File: config.mk
export PLATFORM = sky130hd
export DESIGN_NAME = power_decode_unit
export DESIGN_NICKNAME = d
export VERILOG_FILES = /design/src/rtl/power_decode_unit.sv
export SDC_FILE = /design/constraint.sdc
export NUM_CORES = 1
export LEC_CHECK = 0
export BUFFER_PORTS_ARGS = -buffer_cell sky130_fd_sc_hd__buf_2
export CORE_AREA = 2 2 198 200
export CTS_CLUSTER_SIZE = 40
export DETAILED_ROUTE_END_ITERATION = 10
export DIE_AREA = 0 0 200 202
export GPL_ROUTABILITY_DRIVEN = 0
export MAX_ROUTING_LAYER = met4
export PLACE_DENSITY = 0.56
export SLEW_MARGIN = 20
export SYNTH_ARGS = -nofsm -noshare
export SYNTH_HDL_FRONTEND = slang
export SYNTH_SLANG_ARGS = --single-unit
File: constraint.sdc
create_clock -name clock_i -period 2.85 [get_ports clock_i]
set_clock_uncertainty 0.1 [all_clocks]
set_input_delay 0.285 -clock clock_i [delete_from_list [all_inputs] [get_ports clock_i]]
set_output_delay 0.285 -clock clock_i [all_outputs]
set_load 0.01 [all_outputs]
File: src/rtl/power_decode_unit.sv
// Single-stage registered decoder for A/B/D-format POWER instructions.
// Instruction bit 0 is the MSB (instruction_i[31]); bodyOut fields are packed LSB-first, e.g. FRT = bodyOut[4:0].
module power_decode_unit #(
    parameter int addressWidth            = 64,
    parameter int instructionWidth        = 32,
    parameter int PidSize                 = 20,
    parameter int TidSize                 = 16,
    parameter int instructionCounterWidth = 64,
    parameter int instMinIdWidth          = 7,
    parameter int opcodeSize              = 12,
    parameter int regAccessPatternSize    = 2,
    parameter int funcUnitCodeSize        = 3,
    parameter int A                       = 512,
    parameter int B                       = 2,
    parameter int D                       = 32
) (
    input  logic                               clock_i,
    input  logic                               reset_i,
    input  logic                               enable_i,
    input  logic                               stall_i,
    input  logic [instructionWidth-1:0]        instruction_i,
    input  logic [addressWidth-1:0]            instructionAddress_i,
    input  logic                               is64Bit_i,
    input  logic [PidSize-1:0]                 instructionPid_i,
    input  logic [TidSize-1:0]                 instructionTid_i,
    input  logic [instructionCounterWidth-1:0] instructionMajId_i,
    output logic                               enableOut,
    output logic [24:0]                        instFormat_o,
    output logic [opcodeSize-1:0]              opcodeOut,
    output logic [addressWidth-1:0]            addressOut,
    output logic [funcUnitCodeSize-1:0]        funcUnitTypeOut,
    output logic [instructionCounterWidth-1:0] majIDOut,
    output logic [instMinIdWidth-1:0]          minIDOut,
    output logic                               is64BitOut,
    output logic [PidSize-1:0]                 pidOut,
    output logic [TidSize-1:0]                 tidOut,
    output logic [regAccessPatternSize-1:0]    op1rwOut,
    output logic [regAccessPatternSize-1:0]    op2rwOut,
    output logic [regAccessPatternSize-1:0]    op3rwOut,
    output logic [regAccessPatternSize-1:0]    op4rwOut,
    output logic                               op1IsRegOut,
    output logic                               op2IsRegOut,
    output logic                               op3IsRegOut,
    output logic                               op4IsRegOut,
    output logic [83:0]                        bodyOut
);

    localparam int formatWidth = 25;
    localparam int bodyWidth   = 84;

    localparam logic [regAccessPatternSize-1:0] rwNone  = 2'b00;
    localparam logic [regAccessPatternSize-1:0] rwRead  = 2'b01;
    localparam logic [regAccessPatternSize-1:0] rwWrite = 2'b10;
    localparam logic [regAccessPatternSize-1:0] rwBoth  = 2'b11;

    localparam logic [funcUnitCodeSize-1:0] unitInt    = 3'd0;
    localparam logic [funcUnitCodeSize-1:0] unitFpu    = 3'd1;
    localparam logic [funcUnitCodeSize-1:0] unitBranch = 3'd2;
    localparam logic [funcUnitCodeSize-1:0] unitLdSt   = 3'd3;

    typedef struct packed {
        logic                                      valid;
        logic [formatWidth-1:0]                    format;
        logic [opcodeSize-1:0]                     opcode;
        logic [funcUnitCodeSize-1:0]               unit;
        logic [3:0][regAccessPatternSize-1:0]      rw;
        logic [3:0]                                isReg;
        logic [bodyWidth-1:0]                      body;
    } decodeT;

    typedef struct packed {
        logic [addressWidth-1:0]            address;
        logic [instructionCounterWidth-1:0] majId;
        logic                               is64Bit;
        logic [PidSize-1:0]                 pid;
        logic [TidSize-1:0]                 tid;
    } tagT;

    decodeT decNext, decReg;
    tagT    tagNext, tagReg;

    logic [5:0]  primary;
    logic [4:0]  xo;
    logic [15:0] dField;
    logic        aXo, isA, isB, isD;
    logic        dCmp, dLogical, dLdSt, dUpdate, dLoad, dZeroExt, dShifted;
    logic [5:0]  dBase;
    logic [31:0] imm32;
    logic [63:0] imm64;

    // POWER bit n lives at instruction_i[31-n]
    assign primary = instruction_i[31:26];
    assign xo      = instruction_i[5:1];
    assign dField  = instruction_i[15:0];

    always_comb begin
        aXo = 1'b0;
        case (xo)
            5'd18, 5'd20, 5'd21, 5'd22, 5'd24, 5'd25,
            5'd26, 5'd28, 5'd29, 5'd30, 5'd31: aXo = 1'b1;
            default: aXo = 1'b0;
        endcase
    end

    assign isA = ((primary == 6'd59) && aXo) ||
                 ((primary == 6'd63) && (aXo || (xo == 5'd23)));
    assign isB = (primary == 6'd16);

    assign dCmp     = (primary == 6'd2) || (primary == 6'd3) ||
                      (primary == 6'd10) || (primary == 6'd11);
    assign dLogical = (primary >= 6'd24) && (primary <= 6'd29);
    assign dLdSt    = (primary >= 6'd32) && (primary <= 6'd55);

    always_comb begin
        isD = 1'b0;
        case (primary)
            6'd2, 6'd3, 6'd7, 6'd8, 6'd10, 6'd11,
            6'd12, 6'd13, 6'd14, 6'd15: isD = 1'b1;
            default: isD = dLogical || dLdSt;
        endcase
    end

    // stmw (47) is odd but not an update form; the rest of the odd ld/st ops update RA
    assign dUpdate = dLdSt && primary[0] && (primary != 6'd47);
    assign dBase   = dUpdate ? {primary[5:1], 1'b0} : primary;

    always_comb begin
        dLoad = 1'b0;
        case (dBase)
            6'd32, 6'd34, 6'd40, 6'd42, 6'd46, 6'd48, 6'd50: dLoad = 1'b1;
            default: dLoad = 1'b0;
        endcase
    end

    assign dZeroExt = (primary == 6'd10) || dLogical;
    assign dShifted = (primary == 6'd15) || (primary == 6'd25) ||
                      (primary == 6'd27) || (primary == 6'd29);
    assign imm32    = dShifted ? {dField, 16'h0000}
                               : {{16{~dZeroExt & dField[15]}}, dField};
    assign imm64    = {{32{~dZeroExt & imm32[31]}}, imm32};

    always_comb begin
        decNext = '0;
        if (isA) begin
            decNext.valid      = 1'b1;
            decNext.format     = formatWidth'(A);
            decNext.opcode     = {primary, 1'b0, xo};
            decNext.unit       = unitFpu;
            decNext.body[4:0]  = instruction_i[25:21];
            decNext.body[9:5]  = instruction_i[20:16];
            decNext.body[14:10] = instruction_i[15:11];
            decNext.body[19:15] = instruction_i[10:6];
            decNext.body[20]   = instruction_i[0];
            decNext.rw         = {rwRead, rwRead, rwRead, rwWrite};
            decNext.isReg      = 4'b1111;
            // single/two-source forms leave FRA, FRB or FRC unused
            if (xo == 5'd18 || xo == 5'd20 || xo == 5'd21) begin
                decNext.rw[3] = rwNone; decNext.isReg[3] = 1'b0;
            end
            if (xo == 5'd25) begin
                decNext.rw[2] = rwNone; decNext.isReg[2] = 1'b0;
            end
            if (xo == 5'd22 || xo == 5'd24 || xo == 5'd26) begin
                decNext.rw[1] = rwNone; decNext.isReg[1] = 1'b0;
                decNext.rw[3] = rwNone; decNext.isReg[3] = 1'b0;
            end
        end else if (isB) begin
            decNext.valid       = 1'b1;
            decNext.format      = formatWidth'(B);
            decNext.opcode      = {primary, 6'd0};
            decNext.unit        = unitBranch;
            decNext.body[4:0]   = instruction_i[25:21];
            decNext.body[9:5]   = instruction_i[20:16];
            decNext.body[23:10] = instruction_i[15:2];
            decNext.body[24]    = instruction_i[1];
            decNext.body[25]    = instruction_i[0];
        end else if (isD) begin
            decNext.valid       = 1'b1;
            decNext.format      = formatWidth'(D);
            decNext.opcode      = {primary, 6'd0};
            decNext.unit        = dLdSt ? unitLdSt : unitInt;
            decNext.body[4:0]   = instruction_i[25:21];
            decNext.body[9:5]   = instruction_i[20:16];
            decNext.body[83:20] = imm64;
            decNext.isReg       = {2'b00, 1'b1, ~dCmp};
            if (dCmp) begin
                decNext.rw[0] = rwNone;
                decNext.rw[1] = rwRead;
            end else if (dLogical) begin
                decNext.rw[0] = rwRead;
                decNext.rw[1] = rwWrite;
            end else if (dLdSt) begin
                decNext.rw[0] = dLoad ? rwWrite : rwRead;
                decNext.rw[1] = dUpdate ? rwBoth : rwRead;
            end else begin
                decNext.rw[0] = rwWrite;
                decNext.rw[1] = rwRead;
            end
        end
    end

    assign tagNext = '{address: instructionAddress_i, majId: instructionMajId_i,
                       is64Bit: is64Bit_i, pid: instructionPid_i, tid: instructionTid_i};

    always_ff @(posedge clock_i or negedge reset_i) begin
        if (!reset_i) begin
            decReg <= '0;
            tagReg <= '0;
        end else if (!stall_i) begin
            if (enable_i) begin
                decReg <= decNext;
                tagReg <= tagNext;
            end else begin
                decReg <= '0;
                tagReg <= '0;
            end
        end
    end

    assign enableOut       = decReg.valid;
    assign instFormat_o    = decReg.format;
    assign opcodeOut       = decReg.opcode;
    assign funcUnitTypeOut = decReg.unit;
    assign op1rwOut        = decReg.rw[0];
    assign op2rwOut        = decReg.rw[1];
    assign op3rwOut        = decReg.rw[2];
    assign op4rwOut        = decReg.rw[3];
    assign op1IsRegOut     = decReg.isReg[0];
    assign op2IsRegOut     = decReg.isReg[1];
    assign op3IsRegOut     = decReg.isReg[2];
    assign op4IsRegOut     = decReg.isReg[3];
    assign bodyOut         = decReg.body;
    assign addressOut      = tagReg.address;
    assign majIDOut        = tagReg.majId;
    assign is64BitOut      = tagReg.is64Bit;
    assign pidOut          = tagReg.pid;
    assign tidOut          = tagReg.tid;
    assign minIDOut        = '0;

endmodule

==> results of run 1 <==
routing by layer:
layer | GRT usage, % | up-vias
met5 | - | -
met4 | 7.70 | 0
met3 | 3.37 | 80
met2 | 28.4 | 404
met1 | 21.0 | 4723
li1 | - | 4831
final timing paths:
check                                   from            end  slack (ps)  cells after the start
setup / recovery                     stall_i    bodyOut[11]         400                      8
hold / removal             instruction_i[30]  opcodeOut[10]          40                      3
setup reg to reg                 bodyOut[11]    bodyOut[11]        1400                      3
hold reg to reg                 opcodeOut[4]   opcodeOut[4]         370                      1
max in group asynchronous            reset_i    op1rwOut[0]        1690                      3
min in group asynchronous            reset_i     pidOut[18]         150                      2
cell type report:
| cell class | instances | area share (%) |
|---|---|---|
| inverters | 2 | 0.0475 |
| multi-input cells | 764 | 23.0 |
| clock buffers | 44 | 5.20 |
| clock inverters | 5 | 0.388 |
| well taps | 518 | 4.10 |
| diodes | 1 | 0.0158 |
| repair buffers | 689 | 28.8 |
| flip-flops and latches | 243 | 38.5 |
registers in the layout (all words and copies together) (netlist names):
| signal | cells |
|---|---|
| tidOut | 16 |
| bodyOut | 53 |
| op2IsRegOut | 1 |
| enableOut | 1 |
| majIDOut | 64 |
| addressOut | 64 |
| op1rwOut | 2 |
| instFormat_o | 3 |
| opcodeOut | 11 |
| op3IsRegOut | 1 |
| pidOut | 20 |
| is64BitOut | 1 |
| op4rwOut | 1 |
| funcUnitTypeOut | 2 |
| op1IsRegOut | 1 |
| op2rwOut | 2 |
power breakdown:
group / internal [mW] / switching, mW
sequential: 3.70 / 0.142
clock: 2.06 / 1.44
combinational: 0.636 / 0.796
total: 6.39 / 2.38
through the flow:
stage	util, %	area (sq um)
after floorplan	-	10600
after global placement	33.8	12900
after detailed placement	33.8	12900
after CTS	41.3	15800
after global routing	41.3	15800
final	41.3	15800
cell usage after synthesis, types with 4 or more instances:
master / n
a21o_1: 10
a21oi_1: 21
a22o_1: 16
a22o_2: 5
a22oi_1: 11
a32o_1: 4
buf_1: 6
buf_2: 10
buf_4: 71
clkbuf_1: 57
dfrtp_1: 243
nand2_1: 406
nand2b_1: 6
o21ai_0: 187
o21ai_1: 4
o21ai_2: 10
worst reg2reg max path: stages (launching register included):
cell,delay [ps]
dfrtp_1,380
a22oi_1,190
nand2_1,80
dlygate4sd3_1,570
logic make-up after synthesis:
group	share of synthesized area, %
buf+inv	8.62
simple gates	17.1
compound gates	16.2
flops	58.0
xor+xnor	0.0835
other cells	0.0358
==> flow_summary_export.csv, run 1 <==
group,metric,value,unit
critical_path,cpMostUsedCell,"dlygate4sd3_1",
clocking,clk_latency,540,ps
logic_synthesis,synth.largest_area_cell,"dfrtp_1",
clocking,cts_resized,0,
routing,wl_per_cell,15.5,um
routing,met3_length,2360,um
floorplanning,io_pins,510,
critical_path,cp_slowest_cell,"dlygate4sd3_1",
layout,final_common_cell,"buf_2",
clocking,cts_tree,"done",
global_routing,first_global_vias,10119,
logic_synthesis,ys.flop_type,"dfrtp_1",
placed_design,portBuffers,476,
critical_path,critPathBufInv,4,
clocking,clock_sinks,243,
routing,detail-route-antenna-nets,0,
logic_synthesis,syn_area_per_cell,9.29,sq um
routing,met1_length,14300,um
logic_synthesis,synth_cell_types,60,
layout,final_nets,1929,
clocking,clk_pin_slew_worst_paths,60,ps
sta,setup_tns,0,ps
critical_path,cp-end-kind,"register",
routing,first_iter_violations,532,
layout,register_area,6080,sq um
floorplanning,start_util,27.4,%
sta,max-slew-margin-rel,45.0,%
routing,highest_layer,"met4",
logic_synthesis,synth_seq_area_share,58.0,%
routing,first_pass_iters,5,
pwr,power.leakage,8.24,nW
routing,drt_drc_violations_left,0,
clocking,cts-root-buf,"clkbuf_16",
logic_synthesis,yosys_warnings,0,
clocking,post_cts_buffers,0,
sta,tightest_slew,824,ps
layout,syn_to_final_growth,50.8,%
routing,drt-total-wl,35100,um
run,maxCapViolCount,0,
critical_path,crit_type,"in -> reg",
routing,vias,10038,
layout,multi_input_area,3640,sq um
sta,setup_viol,0,
logic_synthesis,syn_inst,1129,
floorplanning,die_area,40400,sq um
critical_path,critPathArrivalTime,2830,ps
sta,grt_setup_unrepaired,"false",
clocking,cts_max_path_buffers,3,
clocking,cts.hold.buffers_added,199,
pwr,report.power.total,8.77,mW
logic_synthesis,synth_seq_cells,243,
floorplanning,die_y,202,um
global_routing,grt_pass1_wl,54900,um
layout,drive_above_1_share,31.7,%
routing,met2_length,16900,um
sta,finalMaxSlewViolations,0,
floorplanning,rows,72,
critical_path,worstSetupStartpointType,"input port",
floorplanning,core,38300,sq um
logic_synthesis,synth-edff-count,0,
worst_hold_path,hp-class,"in -> reg",
routing,viasPerCell,4.43,
layout,final_cells,2266,
logic_synthesis,synth_area,10500,sq um
placed_design,place_inst,2017,
logic_synthesis,ys_async_sr_fraction,100,%
global_routing,antenna_found_initial,1,
floorplanning,die_w,200,um
layout,layout_common_cells,"473 x buf_2, 406 x nand2_1, 243 x dfrtp_1, 199 x dlygate4sd3_1, 187 x o21ai_0",
global_routing,grt-ovfl-total,0,
placed_design,place.detailed.hpwl,23700,um
logic_synthesis,synth_top_area_share,58.0,%
sta,hold_violations,0,
layout,n_fill_cell,3746,
clocking,cts_buffers,28,
outcome,status,"completed",
pwr,peakVddDrop,0.522,mV
sta,holdWs,36.2,ps
global_routing,track_usage,17.5,%
sta,period_needed,2450,ps
critical_path,cp_max_fo,45,
logic_synthesis,synth_top_cells_by_area,"dfrtp_1 58%, nand2_1 15%, o21ai_0 8.9%, buf_4 5.1%, clkbuf_1 2.0%",
clocking,htreeDepth,1,
sta,fin_crit_sh,86.1,%
critical_path,worstPathCellList,"dlygate4sd3_1, buf_8, nand2b_1, nor4_2, buf_4, a22oi_1, nand2_1, dlygate4sd3_1",
sta,max_freq,407,MHz
global_routing,grt_max_degree,205,
pwr,p_per_area,555,nW/um^2
sta,fin_ws,395,ps
critical_path,critPathTopFamily,"buffers and inverters",
placed_design,place_ws,584,ps
critical_path,critical-path-max-stage-delay,560,ps
critical_path,critPathRequiredTime,3230,ps
No activity file was read; power rests on OpenSTA's default activity.
==> run 2: changes to the inputs <==
==> constraint.sdc (replaced) <==
create_clock -name clock_i -period 2.85 [get_ports clock_i]
set_clock_uncertainty 0.1 [all_clocks]
set_input_delay 0 -clock clock_i [delete_from_list [all_inputs] [get_ports clock_i]]
set_output_delay 0 -clock clock_i [all_outputs]
set_load 0.01 [all_outputs]
==> flow_summary_export.csv, run 2 (synthesis results as in run 1) <==
group,metric,value,unit
outcome,status,"completed",
layout,final_nets,1984,
clocking,cts_max_path_buffers,3,
clocking,clk_pin_slew_worst_paths,60,ps
floorplanning,start_util,27.4,%
sta,tightest_slew,1000,ps
routing,first_iter_violations,523,
pwr,p_per_area,540,nW/um^2
layout,final_common_cell,"buf_2",
global_routing,grt-ovfl-total,0,
critical_path,critPathArrivalTime,2890,ps
sta,finalMaxSlewViolations,0,
routing,first_pass_iters,5,
sta,max_freq,397,MHz
floorplanning,die_area,40400,sq um
pwr,peakVddDrop,0.400,mV
sta,period_needed,2520,ps
routing,viasPerCell,4.44,
critical_path,worstSetupStartpointType,"input port",
clocking,cts-root-buf,"clkbuf_16",
placed_design,portBuffers,476,
sta,setup_tns,0,ps
floorplanning,core,38300,sq um
routing,wl_per_cell,15.4,um
routing,detail-route-antenna-nets,0,
critical_path,critical-path-max-stage-delay,720,ps
layout,layout_common_cells,"473 x buf_2, 406 x nand2_1, 254 x dlygate4sd3_1, 243 x dfrtp_1, 187 x o21ai_0",
clocking,clk_latency,550,ps
routing,drt_drc_violations_left,0,
floorplanning,rows,72,
floorplanning,io_pins,510,
routing,vias,10313,
critical_path,rr_worst_depth,3,
sta,hold_violations,0,
layout,multi_input_area,3640,sq um
routing,drt-total-wl,35900,um
critical_path,crit_type,"in -> reg",
critical_path,cp_slowest_cell,"nor4_4",
sta,fin_crit_sh,88.3,%
floorplanning,die_w,200,um
clocking,cts_tree,"done",
layout,n_fill_cell,3706,
critical_path,critPathRequiredTime,3230,ps
global_routing,grt_pass1_wl,56100,um
clocking,htreeDepth,1,
clocking,cts_buffers,28,
clocking,post_cts_buffers,0,
global_routing,first_global_vias,10384,
layout,syn_to_final_growth,56.0,%
sta,grt_setup_unrepaired,"false",
critical_path,cp_max_fo,82,
placed_design,place.detailed.hpwl,23600,um
critical_path,cp-end-kind,"register",
layout,register_area,6080,sq um
run,maxCapViolCount,0,
global_routing,track_usage,17.8,%
clocking,clock_sinks,243,
sta,max-slew-margin-rel,33.2,%
pwr,report.power.total,8.83,mW
pwr,power.leakage,8.50,nW
critical_path,worstPathCellList,"dlygate4sd3_1, buf_8, nand2b_1, nor4_4, buf_4, nand2_1, nand2_1, dlygate4sd3_1",
global_routing,antenna_found_initial,1,
floorplanning,die_y,202,um
layout,drive_above_1_share,31.0,%
global_routing,grt_max_degree,236,
worst_hold_path,hp-class,"in -> async",
sta,setup_viol,0,
-- run 2: critical path, delay by kind of cell --
kind / cells / cell delay (ps)
buf+inv: 4 / 1620
simple gates: 4 / 1220
-- run 2: per-layer routing --
| metal | track usage (%) | up-vias | wire length [um] |
|---|---|---|---|
| li1 | - | 4937 | - |
| met1 | 20.8 | 4896 | 14100 |
| met2 | 30.1 | 400 | 17900 |
| met3 | 3.72 | 80 | 2470 |
| met4 | 6.40 | 0 | 1370 |
| met5 | - | - | 0 |
-- run 2: cell type report --
type	instances	share of cell area, %
tap	518	3.96
clock inverter	11	0.558
clock buffer	38	4.83
inverter	2	0.0459
multi-input combinational	764	22.2
timing repair buffer	744	31.2
sequential	243	37.2
antenna	1	0.0153
-- run 2: final timing paths --
path,slack (ps),from,to
min in group clock_i,30,enable_i,enableOut
worst min register to register,370,addressOut[25],addressOut[25]
worst max-delay path,330,stall_i,bodyOut[18]
max in group asynchronous,1720,reset_i,addressOut[11]
worst min-delay path,30,reset_i,pidOut[18]
worst max register to register,1430,bodyOut[14],bodyOut[14]
-- run 2: stage by stage --
stage | hold WS (ps) | area, sq um | std cells | setup WS [ps] | util, %
after floorplan | -396 | 10600 | 1161 | 1330 | -
after global placement | 33.8 | 12900 | 2017 | 365 | 33.8
after detailed placement | 41.5 | 12900 | 2017 | 837 | 33.8
after CTS | 12.4 | 16400 | 2320 | 353 | 42.7
after global routing | 28.7 | 16400 | 2321 | 204 | 42.7
final | 28.1 | 16400 | 2321 | 334 | 42.7
-- run 2: power breakdown --
part / internal [mW] / switching, mW / leakage [nW]
combinational: 0.699 / 0.814 / 4.87
sequential: 3.70 / 0.143 / 3.20
clock: 2.02 / 1.45 / 0.429
-- run 2: repair_timing --
item / CTS / global route
gates resized for setup: 0 / 0
hold buffers: 254 / 0
hold endpoints to repair: 391 / 0
